File: config.mk
export PLATFORM = sky130hd
export DESIGN_NAME = id_ex_stage_flat
export DESIGN_NICKNAME = d
export VERILOG_FILES = /design/src/rtl/pipe_pkg.sv /design/src/rtl/id_ex_stage_if.sv /design/src/rtl/fwd_mux.sv /design/src/rtl/id_ex_stage.sv /design/src/flat_wrapper.sv
export SDC_FILE = /design/constraint.sdc
export NUM_CORES = 1
export LEC_CHECK = 0
export ABC_CLOCK_PERIOD_IN_PS = 3900
export CAP_MARGIN = 20
export CORE_ASPECT_RATIO = 0.75
export CORE_UTILIZATION = 46
export CTS_CLUSTER_DIAMETER = 100
export DETAILED_ROUTE_END_ITERATION = 10
export HOLD_SLACK_MARGIN = 0.12
export PLACE_DENSITY = 0.82
export SLEW_MARGIN = 20
export SYNTH_ARGS = -nofsm -noshare
export SYNTH_HDL_FRONTEND = slang
export SYNTH_SLANG_ARGS = --single-unit
File: constraint.sdc
create_clock -name clk -period 3.9 [get_ports clk]
set_input_delay 1.17 -clock clk [delete_from_list [all_inputs] [get_ports clk]]
set_output_delay 1.17 -clock clk [all_outputs]
set_load 0.1 [all_outputs]
File: src/rtl/pipe_pkg.sv
// Shared widths, ALU opcodes and the ID/EX register layout for the pipeline.
package pipe_pkg;
    localparam int DATA_W     = 16;
    localparam int REG_ADDR_W = 4;

    localparam logic [2:0] ALU_ADD  = 3'b000;
    localparam logic [2:0] ALU_SUB  = 3'b001;
    localparam logic [2:0] ALU_MOV  = 3'b010;
    localparam logic [2:0] ALU_PASS = 3'b011;
    localparam logic [2:0] ALU_AND  = 3'b100;
    localparam logic [2:0] ALU_OR   = 3'b101;

    typedef struct packed {
        logic                  valid;
        logic [REG_ADDR_W-1:0] rs_addr;
        logic [REG_ADDR_W-1:0] rt_addr;
        logic [DATA_W-1:0]     rs_data;
        logic [DATA_W-1:0]     rt_data;
        logic [DATA_W-1:0]     imm;
        logic                  use_imm;
        logic [2:0]            alu_ctrl;
        logic [REG_ADDR_W-1:0] rd_addr;
        logic                  reg_write;
        logic                  mem_read;
    } id_ex_t;

    // Bubble is an all-zero register: no writeback, no load, r0 sources.
    localparam id_ex_t ID_EX_BUBBLE = '{
        valid:     1'b0,
        rs_addr:   {REG_ADDR_W{1'b0}},
        rt_addr:   {REG_ADDR_W{1'b0}},
        rs_data:   {DATA_W{1'b0}},
        rt_data:   {DATA_W{1'b0}},
        imm:       {DATA_W{1'b0}},
        use_imm:   1'b0,
        alu_ctrl:  ALU_ADD,
        rd_addr:   {REG_ADDR_W{1'b0}},
        reg_write: 1'b0,
        mem_read:  1'b0
    };
endpackage

File: src/rtl/id_ex_stage_if.sv
// ID-side inputs, forwarding sources and EX-side outputs of the ID/EX stage.
interface id_ex_stage_if;
    import pipe_pkg::*;

    logic                  id_valid;
    logic [REG_ADDR_W-1:0] id_rs_addr;
    logic [REG_ADDR_W-1:0] id_rt_addr;
    logic [DATA_W-1:0]     id_rs_data;
    logic [DATA_W-1:0]     id_rt_data;
    logic [DATA_W-1:0]     id_imm;
    logic                  id_use_imm;
    logic [2:0]            id_alu_ctrl;
    logic [REG_ADDR_W-1:0] id_rd_addr;
    logic                  id_reg_write;
    logic                  id_mem_read;
    logic                  flush;
    logic                  hold;
    logic [REG_ADDR_W-1:0] exmem_rd_addr;
    logic [REG_ADDR_W-1:0] memwb_rd_addr;
    logic                  exmem_reg_write;
    logic                  memwb_reg_write;
    logic [DATA_W-1:0]     exmem_result;
    logic [DATA_W-1:0]     memwb_data;
    logic [DATA_W-1:0]     ex_a;
    logic [DATA_W-1:0]     ex_b;
    logic [2:0]            ex_alu_ctrl;
    logic [REG_ADDR_W-1:0] ex_rd_addr;
    logic                  ex_reg_write;
    logic                  ex_mem_read;
    logic                  ex_valid;
    logic                  stall_id;

    modport master (
        output id_valid, id_rs_addr, id_rt_addr, id_rs_data, id_rt_data, id_imm,
               id_use_imm, id_alu_ctrl, id_rd_addr, id_reg_write, id_mem_read,
               flush, hold, exmem_rd_addr, memwb_rd_addr, exmem_reg_write,
               memwb_reg_write, exmem_result, memwb_data,
        input  ex_a, ex_b, ex_alu_ctrl, ex_rd_addr, ex_reg_write, ex_mem_read,
               ex_valid, stall_id
    );

    modport slave (
        input  id_valid, id_rs_addr, id_rt_addr, id_rs_data, id_rt_data, id_imm,
               id_use_imm, id_alu_ctrl, id_rd_addr, id_reg_write, id_mem_read,
               flush, hold, exmem_rd_addr, memwb_rd_addr, exmem_reg_write,
               memwb_reg_write, exmem_result, memwb_data,
        output ex_a, ex_b, ex_alu_ctrl, ex_rd_addr, ex_reg_write, ex_mem_read,
               ex_valid, stall_id
    );
endinterface

File: src/rtl/fwd_mux.sv
// EX operand forwarding select; purely combinational, no backpressure.
// EX/MEM wins over MEM/WB; r0 is never forwarded since it is hardwired zero.
module fwd_mux
    import pipe_pkg::*;
(
    input  logic [REG_ADDR_W-1:0] i_src_addr,
    input  logic [DATA_W-1:0]     i_reg_data,
    input  logic                  i_exmem_reg_write,
    input  logic [REG_ADDR_W-1:0] i_exmem_rd_addr,
    input  logic [DATA_W-1:0]     i_exmem_result,
    input  logic                  i_memwb_reg_write,
    input  logic [REG_ADDR_W-1:0] i_memwb_rd_addr,
    input  logic [DATA_W-1:0]     i_memwb_data,
    output logic [DATA_W-1:0]     o_data
);
    logic w_src_nz;

    assign w_src_nz = (i_src_addr != {REG_ADDR_W{1'b0}});

    always_comb begin
        o_data = i_reg_data;
        if (w_src_nz && i_exmem_reg_write && (i_exmem_rd_addr == i_src_addr)) begin
            o_data = i_exmem_result;
        end else if (w_src_nz && i_memwb_reg_write && (i_memwb_rd_addr == i_src_addr)) begin
            o_data = i_memwb_data;
        end
    end
endmodule

File: src/rtl/id_ex_stage.sv
// ID/EX register feeding MainALU with forwarded operands; 1-cycle ID-to-EX latency.
// Backpressure: hold freezes the stage, load-use inserts one bubble; stall_id holds PC and IF/ID.
module id_ex_stage
    import pipe_pkg::*;
(
    input  logic         clk,
    input  logic         rst_n,
    id_ex_stage_if.slave io_bus
);
    id_ex_t              r_st;
    id_ex_t              w_id;
    logic                w_hazard;
    logic [DATA_W-1:0]   w_rs_fwd;
    logic [DATA_W-1:0]   w_rt_fwd;

    always_comb begin
        w_id           = ID_EX_BUBBLE;
        w_id.valid     = io_bus.id_valid;
        w_id.rs_addr   = io_bus.id_rs_addr;
        w_id.rt_addr   = io_bus.id_rt_addr;
        w_id.rs_data   = io_bus.id_rs_data;
        w_id.rt_data   = io_bus.id_rt_data;
        w_id.imm       = io_bus.id_imm;
        w_id.use_imm   = io_bus.id_use_imm;
        w_id.alu_ctrl  = io_bus.id_alu_ctrl;
        w_id.rd_addr   = io_bus.id_rd_addr;
        w_id.reg_write = io_bus.id_valid & io_bus.id_reg_write;
        w_id.mem_read  = io_bus.id_valid & io_bus.id_mem_read;
    end

    // A load in EX cannot be forwarded yet; rt only matters when B is not the immediate.
    assign w_hazard = r_st.valid & r_st.mem_read & r_st.reg_write
                    & (r_st.rd_addr != {REG_ADDR_W{1'b0}})
                    & ((r_st.rd_addr == io_bus.id_rs_addr)
                       | (~io_bus.id_use_imm & (r_st.rd_addr == io_bus.id_rt_addr)))
                    & io_bus.id_valid;

    always_ff @(posedge clk or negedge rst_n) begin
        if (!rst_n) begin
            r_st <= ID_EX_BUBBLE;
        end else if (io_bus.flush) begin
            r_st <= ID_EX_BUBBLE;
        end else if (!io_bus.hold) begin
            r_st <= w_hazard ? ID_EX_BUBBLE : w_id;
        end
    end

    fwd_mux u_fwd_a (
        .i_src_addr        (r_st.rs_addr),
        .i_reg_data        (r_st.rs_data),
        .i_exmem_reg_write (io_bus.exmem_reg_write),
        .i_exmem_rd_addr   (io_bus.exmem_rd_addr),
        .i_exmem_result    (io_bus.exmem_result),
        .i_memwb_reg_write (io_bus.memwb_reg_write),
        .i_memwb_rd_addr   (io_bus.memwb_rd_addr),
        .i_memwb_data      (io_bus.memwb_data),
        .o_data            (w_rs_fwd)
    );

    fwd_mux u_fwd_b (
        .i_src_addr        (r_st.rt_addr),
        .i_reg_data        (r_st.rt_data),
        .i_exmem_reg_write (io_bus.exmem_reg_write),
        .i_exmem_rd_addr   (io_bus.exmem_rd_addr),
        .i_exmem_result    (io_bus.exmem_result),
        .i_memwb_reg_write (io_bus.memwb_reg_write),
        .i_memwb_rd_addr   (io_bus.memwb_rd_addr),
        .i_memwb_data      (io_bus.memwb_data),
        .o_data            (w_rt_fwd)
    );

    assign io_bus.ex_a         = w_rs_fwd;
    assign io_bus.ex_b         = r_st.use_imm ? r_st.imm : w_rt_fwd;
    assign io_bus.ex_alu_ctrl  = r_st.alu_ctrl;
    assign io_bus.ex_rd_addr   = r_st.rd_addr;
    assign io_bus.ex_reg_write = r_st.reg_write;
    assign io_bus.ex_mem_read  = r_st.mem_read;
    assign io_bus.ex_valid     = r_st.valid;
    assign io_bus.stall_id     = io_bus.hold | (w_hazard & ~io_bus.flush);
endmodule
File: src/flat_wrapper.sv
// flat-port wrapper written by rule: the top's interface ports become plain ports
module id_ex_stage_flat import pipe_pkg::*;
  (clk, rst_n, io_bus_id_valid, io_bus_id_rs_addr, io_bus_id_rt_addr, io_bus_id_rs_data, io_bus_id_rt_data, io_bus_id_imm, io_bus_id_use_imm, io_bus_id_alu_ctrl, io_bus_id_rd_addr, io_bus_id_reg_write, io_bus_id_mem_read, io_bus_flush, io_bus_hold, io_bus_exmem_rd_addr, io_bus_memwb_rd_addr, io_bus_exmem_reg_write, io_bus_memwb_reg_write, io_bus_exmem_result, io_bus_memwb_data, io_bus_ex_a, io_bus_ex_b, io_bus_ex_alu_ctrl, io_bus_ex_rd_addr, io_bus_ex_reg_write, io_bus_ex_mem_read, io_bus_ex_valid, io_bus_stall_id);
  id_ex_stage_if io_bus_i ();
  input  logic clk;
  input  logic rst_n;
  input wire logic [$bits(io_bus_i.id_valid)-1:0] io_bus_id_valid;
  input wire logic [$bits(io_bus_i.id_rs_addr)-1:0] io_bus_id_rs_addr;
  input wire logic [$bits(io_bus_i.id_rt_addr)-1:0] io_bus_id_rt_addr;
  input wire logic [$bits(io_bus_i.id_rs_data)-1:0] io_bus_id_rs_data;
  input wire logic [$bits(io_bus_i.id_rt_data)-1:0] io_bus_id_rt_data;
  input wire logic [$bits(io_bus_i.id_imm)-1:0] io_bus_id_imm;
  input wire logic [$bits(io_bus_i.id_use_imm)-1:0] io_bus_id_use_imm;
  input wire logic [$bits(io_bus_i.id_alu_ctrl)-1:0] io_bus_id_alu_ctrl;
  input wire logic [$bits(io_bus_i.id_rd_addr)-1:0] io_bus_id_rd_addr;
  input wire logic [$bits(io_bus_i.id_reg_write)-1:0] io_bus_id_reg_write;
  input wire logic [$bits(io_bus_i.id_mem_read)-1:0] io_bus_id_mem_read;
  input wire logic [$bits(io_bus_i.flush)-1:0] io_bus_flush;
  input wire logic [$bits(io_bus_i.hold)-1:0] io_bus_hold;
  input wire logic [$bits(io_bus_i.exmem_rd_addr)-1:0] io_bus_exmem_rd_addr;
  input wire logic [$bits(io_bus_i.memwb_rd_addr)-1:0] io_bus_memwb_rd_addr;
  input wire logic [$bits(io_bus_i.exmem_reg_write)-1:0] io_bus_exmem_reg_write;
  input wire logic [$bits(io_bus_i.memwb_reg_write)-1:0] io_bus_memwb_reg_write;
  input wire logic [$bits(io_bus_i.exmem_result)-1:0] io_bus_exmem_result;
  input wire logic [$bits(io_bus_i.memwb_data)-1:0] io_bus_memwb_data;
  output wire logic [$bits(io_bus_i.ex_a)-1:0] io_bus_ex_a;
  output wire logic [$bits(io_bus_i.ex_b)-1:0] io_bus_ex_b;
  output wire logic [$bits(io_bus_i.ex_alu_ctrl)-1:0] io_bus_ex_alu_ctrl;
  output wire logic [$bits(io_bus_i.ex_rd_addr)-1:0] io_bus_ex_rd_addr;
  output wire logic [$bits(io_bus_i.ex_reg_write)-1:0] io_bus_ex_reg_write;
  output wire logic [$bits(io_bus_i.ex_mem_read)-1:0] io_bus_ex_mem_read;
  output wire logic [$bits(io_bus_i.ex_valid)-1:0] io_bus_ex_valid;
  output wire logic [$bits(io_bus_i.stall_id)-1:0] io_bus_stall_id;
  assign io_bus_i.id_valid = io_bus_id_valid;
  assign io_bus_i.id_rs_addr = io_bus_id_rs_addr;
  assign io_bus_i.id_rt_addr = io_bus_id_rt_addr;
  assign io_bus_i.id_rs_data = io_bus_id_rs_data;
  assign io_bus_i.id_rt_data = io_bus_id_rt_data;
  assign io_bus_i.id_imm = io_bus_id_imm;
  assign io_bus_i.id_use_imm = io_bus_id_use_imm;
  assign io_bus_i.id_alu_ctrl = io_bus_id_alu_ctrl;
  assign io_bus_i.id_rd_addr = io_bus_id_rd_addr;
  assign io_bus_i.id_reg_write = io_bus_id_reg_write;
  assign io_bus_i.id_mem_read = io_bus_id_mem_read;
  assign io_bus_i.flush = io_bus_flush;
  assign io_bus_i.hold = io_bus_hold;
  assign io_bus_i.exmem_rd_addr = io_bus_exmem_rd_addr;
  assign io_bus_i.memwb_rd_addr = io_bus_memwb_rd_addr;
  assign io_bus_i.exmem_reg_write = io_bus_exmem_reg_write;
  assign io_bus_i.memwb_reg_write = io_bus_memwb_reg_write;
  assign io_bus_i.exmem_result = io_bus_exmem_result;
  assign io_bus_i.memwb_data = io_bus_memwb_data;
  assign io_bus_ex_a = io_bus_i.ex_a;
  assign io_bus_ex_b = io_bus_i.ex_b;
  assign io_bus_ex_alu_ctrl = io_bus_i.ex_alu_ctrl;
  assign io_bus_ex_rd_addr = io_bus_i.ex_rd_addr;
  assign io_bus_ex_reg_write = io_bus_i.ex_reg_write;
  assign io_bus_ex_mem_read = io_bus_i.ex_mem_read;
  assign io_bus_ex_valid = io_bus_i.ex_valid;
  assign io_bus_stall_id = io_bus_i.stall_id;
  id_ex_stage u_core (.clk(clk), .rst_n(rst_n), .io_bus(io_bus_i));
endmodule
==> metrics.txt, run 1 <==
vias per cell 6.34; clk_skew 7.06 ps; Min-Delay Path Class reg -> reg; Synth top area share 38.3%; routability cong. 0.951; Post-DP HPWL 11,100 µm; power per cell area 325 mW/mm²; largest net degree at the start of global routing 125; Max VDD drop 0.223 mV; first-pass GRT wire length 26,800 µm; Synth Instances 520; final antenna-violating net count 0; DRT Wirelength 17,400 µm; GRT overflow 0; Slew HR 26.6%; Leak 3.18 nW; share of layout cells above drive strength 1 27.8%; Slew Limit Fails 0; EDFF count, synth 0; ys flop type dfrtp_1; Die X 115 µm; Area Overhead vs Synth 72.2%; Commonest cells post-synth 73 x nand3_1, 67 x dfrtp_1, 65 x inv_1, 64 x o41ai_1, 52 x nor2_1; status finished, violations left; violated checks negative setup slack; startpoint type of the worst setup path primary input; Starting Density 47.9%; initial antenna violation count 0; CP top delay family buffers and inverters; post-synth net total 633; setup slack after layout -2.98 ps; DRC viols 0; fillers 505; CTS tree yes; WP data required 2730 ps; Worst-path clk slew 50 ps; Final Power 2.45 mW; DIE AREA 0.00993 mm²; routed length per instance 21.6 µm; Least-Margin Pin Slew 1100 ps; CP bufs+invs 5; ANT cells 0; Final Non-Filler Cells 805; CP max-delay cell o31ai_4; Finish-stage setup viols 1; die span in y 86.5 µm; Syn Area/Cell 8.43 µm²; Post-Synthesis Cell Area 0.00438 mm²; row cnt 30; drt pass-1 iters 6; min Tclk post-route 3900 ps; # clock sinks 67; vias in the first global route 4,937; Worst path most repeated cell buf_12; Synth Register Bits 67; most frequent cell after synthesis nand3_1; max-cap violation count 0; Final nets 785; vias after detailed routing 5,100; CP arrival 2730 ps; CTS Buf Count 9; initial drt markers 578; CTS Root Cell clkbuf_16; worst skew pair latency 340 ps; largest area contributor in the synthesized netlist dfrtp_1; CP Cell Sequence buf_2 > xnor2_1 > nand4_1 > a21oi_4 > buf_12 > buf_12 > a211oi_2 > buf_4 > o31ai_4 > buf_12; PortBufs 155; dominant cells by area after synthesis dfrtp_1 38%, o41ai_1 13%, nand3_1 8.3%; Cells after DPL 783; core area 0.00916 mm²; WS Path Type in -> out; Hold-fix buffers, CTS 0; Largest stage delay, worst path 220 ps; final worst path period share 100%; H-tree Lvls 3; synth unique cells 35; maximum root-to-sink buffer count 2; register area share after synthesis 38.3%; CP endpoint kind output port; fmax 256 MHz; Max FO, Critical Path 4; Yosys warnings 0; FFs w/ async S/R, synth 100%; I/O pins 156; RSZ-0062 raised after global routing yes; Total GRT Usage 36.1%; Fin. Hold Viols 0
state kept, by name, summed over array words and instances, names as in the netlist:
signal                      flops
u_core.io_bus.ex_reg_write      1
u_core.io_bus.ex_mem_read       1
u_core.r_st                    57
u_core.io_bus.ex_rd_addr        4
u_core.io_bus.ex_alu_ctrl       3
u_core.io_bus.ex_valid          1
placed cells by master (no fill, tap or decap), drive strengths merged:
cell type,instances
clkdlybuf4s50,97
or3,2
o41ai,64
a21o,4
xnor2,14
nand3,73
nor4,1
dlygate4sd2,9
clkinvlp,1
clkinv,4
xor2,7
nor2b,1
buf,93
a31o,1
a211oi,16
nor2,52
or4,1
a21oi,20
a22o,2
nand4,4
or2,1
dfrtp,67
inv,64
nand2,31
clkbuf,11
bufinv,1
mux2i,16
o31ai,16
and3,1
nor3,2
a311o,1
path summary, 6_finish.rpt:
kind,start,end,slack [ps],depth (start not counted)
min reg2reg,u_core.io_bus.ex_alu_ctrl[0],u_core.io_bus.ex_alu_ctrl[0],500,2
max,io_bus_exmem_rd_addr[3],io_bus_ex_b[1],-3,10
max reg2reg,u_core.io_bus.ex_rd_addr[0],u_core.r_st[10],1670,6
max in group asynchronous,rst_n,u_core.r_st[9],2170,2
min in group asynchronous,rst_n,u_core.r_st[34],950,1
min,u_core.io_bus.ex_alu_ctrl[0],u_core.io_bus.ex_alu_ctrl[0],500,2
cells by family (layout without fill, tap and decap cells):
logic type	count (synthesis)	count (layout)	share of synthesized area, %
XOR/XNOR	21	21	4.20
multiplexers	16	16	3.65
AO/OA/AOI/OAI	124	124	24.4
buffers and inverters	123	280	12.0
AND/OR/NAND/NOR	169	169	17.4
flip-flops	67	67	38.3
per-stage QoR:
stage	setup WS (ps)	TNS [ps]	cell area (µm²)	util, %	hold slack, ps
floorplan	-78.5	-1160	4750	-	443
global placement	-362	-10760	6840	74.6	462
detailed placement	-404	-11520	6840	74.6	474
CTS	11.8	0	7530	82.2	495
global route	-55.9	-172	7550	82.4	535
finish	-2.98	-2.98	7550	82.4	500
worst reg2reg max path, cell delays in order, from the launching register on:
cell,delay (ps)
dfrtp_1,450
xor2_1,180
nor4_2,340
a31o_2,160
and3_2,180
buf_4,560
o41ai_1,190
cell type report:
cell class	instances	area, µm²	area share [%]
Timing Repair Buffer	199	2320	30.8
Clock inverter	5	52.6	0.696
Inverter	65	244	3.23
Multi-Input combinational cell	330	2850	37.7
Sequential cell	67	1680	22.2
Tap cell	128	160	2.12
Clock buffer	11	243	3.22
report_power, final:
group / switching [mW] / internal [mW] / total [mW]
Sequential: 0.0533 / 0.734 / 0.787
Clock: 0.299 / 0.509 / 0.808
Combinational: 0.500 / 0.356 / 0.856
metal layers:
layer  up-vias  GRT usage, %  wire [µm]
li1       2168             -          -
met1      2468          44.6       6370
met2       387          58.5       8040
met3        75          10.4       2080
met4         2          17.7        843
met5         -             0         19
what timing repair did:
action | CTS | global route
endpoints found under the setup margin | 33 | 28
gates cloned | 3 | 0
gates resized for setup | 91 | 12
pin swaps | 28 | 13
setup buffers | 7 | 0
Note: power is estimated with default switching activity, not from simulation.
==> run 2, diff against run 1 <==
--- a/config.mk
+++ b/config.mk
@@ -6,14 +6,13 @@
 export NUM_CORES = 1
 export LEC_CHECK = 0
 export ABC_CLOCK_PERIOD_IN_PS = 3900
-export CAP_MARGIN = 20
 export CORE_ASPECT_RATIO = 0.75
 export CORE_UTILIZATION = 46
 export CTS_CLUSTER_DIAMETER = 100
 export DETAILED_ROUTE_END_ITERATION = 10
 export HOLD_SLACK_MARGIN = 0.12
 export PLACE_DENSITY = 0.82
-export SLEW_MARGIN = 20
+export SLEW_MARGIN = 25
 export SYNTH_ARGS = -nofsm -noshare
 export SYNTH_HDL_FRONTEND = slang
 export SYNTH_SLANG_ARGS = --single-unit
==> run 2 against run 1 <==
Net effect:
- the run still ends with negative setup slack left
- flip-flop and latch count stayed put
- register-to-register slack hardly changed
- maximum frequency fell by 0.15%
- utilization about the same
- clock power hardly changed
- via count decreased by 0.75%
- worst setup slack worse by 6.1 ps
- critical path type unchanged
==> metrics.txt, run 2 (synthesized netlist as in run 1, its figures left out) <==
core area 0.00916 mm²; CP arrival 2740 ps; Max FO, Critical Path 4; CTS Buf Count 9; initial antenna violation count 0; largest net degree at the start of global routing 125; Die X 115 µm; DRC viols 0; NetSw 0.855 mW; most frequent cells in the layout 97 x clkdlybuf4s50_1, 73 x nand3_1, 66 x dfrtp_1; Reg area 0.00168 mm²; commonest non-fill, non-tap cell in the layout clkdlybuf4s50_1; Slew Limit Fails 0; multi-input logic area 0.00285 mm²; Sw Share 34.8%; GRT overflow 0; Hold-fix buffers, CTS 0; startpoint type of the worst setup path primary input; Final nets 785; share of power burned in registers 32.1%; status finished, violations left; DRT Wirelength 17,300 µm; first-pass GRT wire length 26,800 µm; CTS tree yes; worst skew pair latency 340 ps; Post-DP HPWL 11,100 µm; fillers 505; max FFs per register 57; WP data required 2730 ps; RSZ-0062 raised after global routing yes; CTS Root Cell clkbuf_16; drt pass-1 iters 6; PortBufs 155; CP endpoint kind output port; setup slack after layout -9.05 ps; Leak 3.18 nW; vias in the first global route 4,937; Least-Margin Pin Slew 967 ps; # clock sinks 67; power per cell area 325 mW/mm²; vias per cell 6.29; max-cap violation count 0; fmax 256 MHz; Starting Density 47.9%; Clock power frac 33.0%; Biggest register u_core.r_st; Area Overhead vs Synth 72.2%; post-place setup slack -404 ps; Slew HR 35.4%; final antenna-violating net count 0; cell internal pwr 1.60 mW; min Tclk post-route 3910 ps; routability cong. 0.951; I/O pins 156; ANT cells 0; Fin. Hold Viols 0; Max VDD drop 0.223 mV; maximum root-to-sink buffer count 2; Min-Delay Path Class reg -> reg; final worst path period share 100%; row cnt 30; vias after detailed routing 5,062; violated checks negative setup slack; die span in y 86.5 µm; Comb power frac 34.9%; Worst-path clk slew 50 ps; WS Path Type in -> out; routed length per instance 21.5 µm; initial drt markers 621; share of layout cells above drive strength 1 27.8%; setup TNS -9.05 ps; clk_skew 6.83 ps; H-tree Lvls 3; Total GRT Usage 36.1%; Finish-stage setup viols 1; DIE AREA 0.00993 mm²
run 2: worst paths after layout:
path                                               from                           end  slack [ps]  depth (start not counted)
max in group asynchronous                         rst_n                u_core.r_st[9]        2150                          2
hold / removal             u_core.io_bus.ex_alu_ctrl[0]  u_core.io_bus.ex_alu_ctrl[0]         500                          2
min in group asynchronous                         rst_n               u_core.r_st[34]         960                          1
setup reg to reg            u_core.io_bus.ex_rd_addr[0]               u_core.r_st[51]        1660                          6
hold reg to reg            u_core.io_bus.ex_alu_ctrl[0]  u_core.io_bus.ex_alu_ctrl[0]         500                          2
setup / recovery                io_bus_exmem_rd_addr[3]                io_bus_ex_b[1]          -9                         10
run 2: worst max-delay path, cell delays in order:
cell and delay, ps:
buf_2 130, xnor2_1 180, nand4_1 190, a21oi_4 190
buf_12 140, buf_12 100, a211oi_2 40, buf_4 150
o31ai_4 220, buf_12 210
run 2: through the flow:
step                hold slack, ps  utilization [%]  instances  total power [mW]  cell area, µm²
finish                         497             82.4        805              2.45            7550
CTS                            495             82.2        807              2.43            7530
floorplan                      443                -        520              1.25            4750
detailed placement             474             74.6        783              1.60            6840
global route                   535             82.4        805              2.52            7550
global placement               462             74.6        783              1.59            6840
run 2: area by class of cell:
class	count	area share [%]
clock buffer	11	3.22
clock inverter	5	0.696
multi-input combinational	330	37.7
tap	128	2.12
timing repair buffer	199	30.8
sequential	67	22.3
inverter	65	3.23
run 2: per-layer routing:
metal | track usage (%) | part of all wire, % | vias to the layer above
met4 | 17.7 | 5.1 | 0
met3 | 10.4 | 12 | 79
met5 | 0 | 0 | -
li1 | - | - | 2169
met2 | 58.5 | 46 | 378
met1 | 44.6 | 37 | 2436
run 2: repair_timing:
item / CTS / global route
buffers inserted: 7 / 0
gates resized for setup: 91 / 12
pin swaps: 28 / 11
endpoints found under the setup margin: 33 / 26
gates cloned: 3 / 0
run 2: power by group through the flow:
stage | logic (mW) | clock network (mW) | registers (mW)
2_1_floorplan | 0.472 | 0 | 0.778
3_3_place_gp | 0.801 | 0 | 0.786
3_5_place_dp | 0.811 | 0 | 0.788
4_1_cts | 0.842 | 0.807 | 0.783
5_1_grt | 0.886 | 0.843 | 0.791
6_report | 0.856 | 0.810 | 0.788
==> run 3, diff against run 2 <==
--- a/config.mk
+++ b/config.mk
@@ -7,6 +7,7 @@
 export LEC_CHECK = 0
 export ABC_CLOCK_PERIOD_IN_PS = 3900
 export CORE_ASPECT_RATIO = 0.75
+export CORE_MARGIN = 10
 export CORE_UTILIZATION = 46
 export CTS_CLUSTER_DIAMETER = 100
 export DETAILED_ROUTE_END_ITERATION = 10
==> run 3 against run 2 <==
Net effect:
- utilization down 0.26 points
- maximum frequency up 1.0%
- hold slack worse by 12 ps
- die area up 40%
- via count down 4.9%
- critical endpoint is now io_bus_ex_b[3]
- global-route usage down 11 points
- clock power up 2%
- flip-flop and latch count unchanged
- largest cell class unchanged
- sequential share of layout area about the same
- routed wire length up 5.8%
- non-clock buffer count up 4
- the flow now finishes without violations
- register-to-register slack worse by 110 ps
==> metrics.txt, run 3 (synthesized netlist as in run 1, its figures left out) <==
status completed; Area Overhead vs Synth 71.7%; die span in y 105 µm; fmax 258 MHz; CP bufs+invs 4; first-pass GRT wire length 28,500 µm; drt pass-1 iters 5; H-tree Lvls 3; Slew HR 41.5%; core area 0.00916 mm²; routability cong. 0.911; commonest non-fill, non-tap cell in the layout clkdlybuf4s50_1; largest net degree at the start of global routing 125; initial drt markers 666; final worst path period share 99.2%; Final Non-Filler Cells 809; row cnt 30; Worst path most repeated cell buf_6; CP endpoint kind output port; Slew Limit Fails 0; WS Path Type in -> out; fillers 540; Hold-fix buffers, CTS 0; CP arrival 2700 ps; CP top delay family buffers and inverters; # clock sinks 67; max FFs per register 57; initial antenna violation count 0; Post-DP HPWL 12,700 µm; Total GRT Usage 25.6%; min Tclk post-route 3870 ps; DRC viols 0; Least-Margin Pin Slew 877 ps; CP max-delay cell or3_4; Final Power 2.46 mW; DIE AREA 0.0139 mm²; Leak 3.22 nW; Max FO, Critical Path 4; CP Cell Sequence buf_6 > or3_4 > a21oi_4 > buf_6 > a211oi_2 > buf_4 > o31ai_4 > buf_12; Finish-stage setup viols 0; Worst-path clk slew 60 ps; power per cell area 327 mW/mm²; ANT cells 0; final antenna-violating net count 0; Fin. Hold Viols 0; CTS Root Cell clkbuf_16; setup slack after layout 30.0 ps; routed length per instance 22.6 µm; worst skew pair latency 330 ps; placed inst area 0.00681 mm²; most frequent cells in the layout 92 x clkdlybuf4s50_1, 73 x nand3_1, 66 x dfrtp_1; Final Cell Area 0.00752 mm²; Min-Delay Path Class reg -> reg; maximum root-to-sink buffer count 2; GRT overflow 0; CTS tree yes; CTS Buf Count 9; Starting Density 47.9%; Max VDD drop 0.252 mV; Die X 133 µm; share of layout cells above drive strength 1 28.3%; startpoint type of the worst setup path primary input; WP data required 2730 ps; DRT Wirelength 18,300 µm; Cells after DPL 781; WHS 484 ps; Biggest register u_core.r_st; I/O pins 156; PortBufs 155; vias after detailed routing 4,816; vias per cell 5.95; vias in the first global route 4,881; clk_skew 4.70 ps; Final nets 789; post-place setup slack -422 ps; max-cap violation count 0; RSZ-0062 raised after global routing yes; Largest stage delay, worst path 350 ps
==> run 3: stage by stage <==
| step | utilization [%] | setup TNS [ps] |
|---|---|---|
| after floorplan | - | -1160 |
| after global routing | 82.2 | -51.3 |
| after global placement | 74.3 | -10020 |
| after detailed placement | 74.3 | -11650 |
| after CTS | 81.4 | 0 |
| final | 82.2 | 0 |
==> run 3: final cells by class <==
| type | count | area, µm² | area share (%) |
|---|---|---|---|
| Multi-Input combinational cell | 330 | 2760 | 36.7 |
| Timing Repair Buffer | 203 | 2370 | 31.5 |
| Sequential cell | 67 | 1680 | 22.3 |
| Inverter | 65 | 244 | 3.24 |
| Clock buffer | 11 | 243 | 3.23 |
| Tap cell | 128 | 160 | 2.13 |
| Clock inverter | 5 | 62.6 | 0.831 |
==> run 3: worst paths after layout <==
path                                                    from                            to  slack, ps  cells past startpoint
max in group asynchronous                              rst_n                u_core.r_st[9]       2240                      2
worst min register to register  u_core.io_bus.ex_alu_ctrl[1]  u_core.io_bus.ex_alu_ctrl[1]        480                      2
worst min-delay path            u_core.io_bus.ex_alu_ctrl[1]  u_core.io_bus.ex_alu_ctrl[1]        480                      2
worst max register to register   u_core.io_bus.ex_rd_addr[2]               u_core.r_st[44]       1550                      6
worst max-delay path                 io_bus_exmem_rd_addr[0]                io_bus_ex_b[3]         30                      8
min in group asynchronous                              rst_n               u_core.r_st[56]       1030                      2
==> run 3: tightest hold or removal path: cells and delay by family (launching register included) <==
kind | cells | cell delay, ps
AND/OR/NAND/NOR | 1 | 50
AO/OA/AOI/OAI | 1 | 50
flip-flops | 1 | 350
==> run 3: repair_timing <==
item,CTS,global route
endpoints found under the setup margin,33,31
gates cloned,4,0
setup buffers,8,2
resized for setup,77,16
pin swaps,29,17
==> run 3: power breakdown <==
part | internal [mW] | switching, mW
sequential | 0.734 | 0.0459
clock | 0.514 | 0.310
combinational | 0.357 | 0.503
==> run 3: metal layers <==
metal	GRT usage, %	wire length (µm)	up-vias
li1	-	-	2171
met1	32.8	7680	2351
met2	39.8	8320	256
met3	8.90	1820	38
met4	7.52	491	0
met5	0	0	-
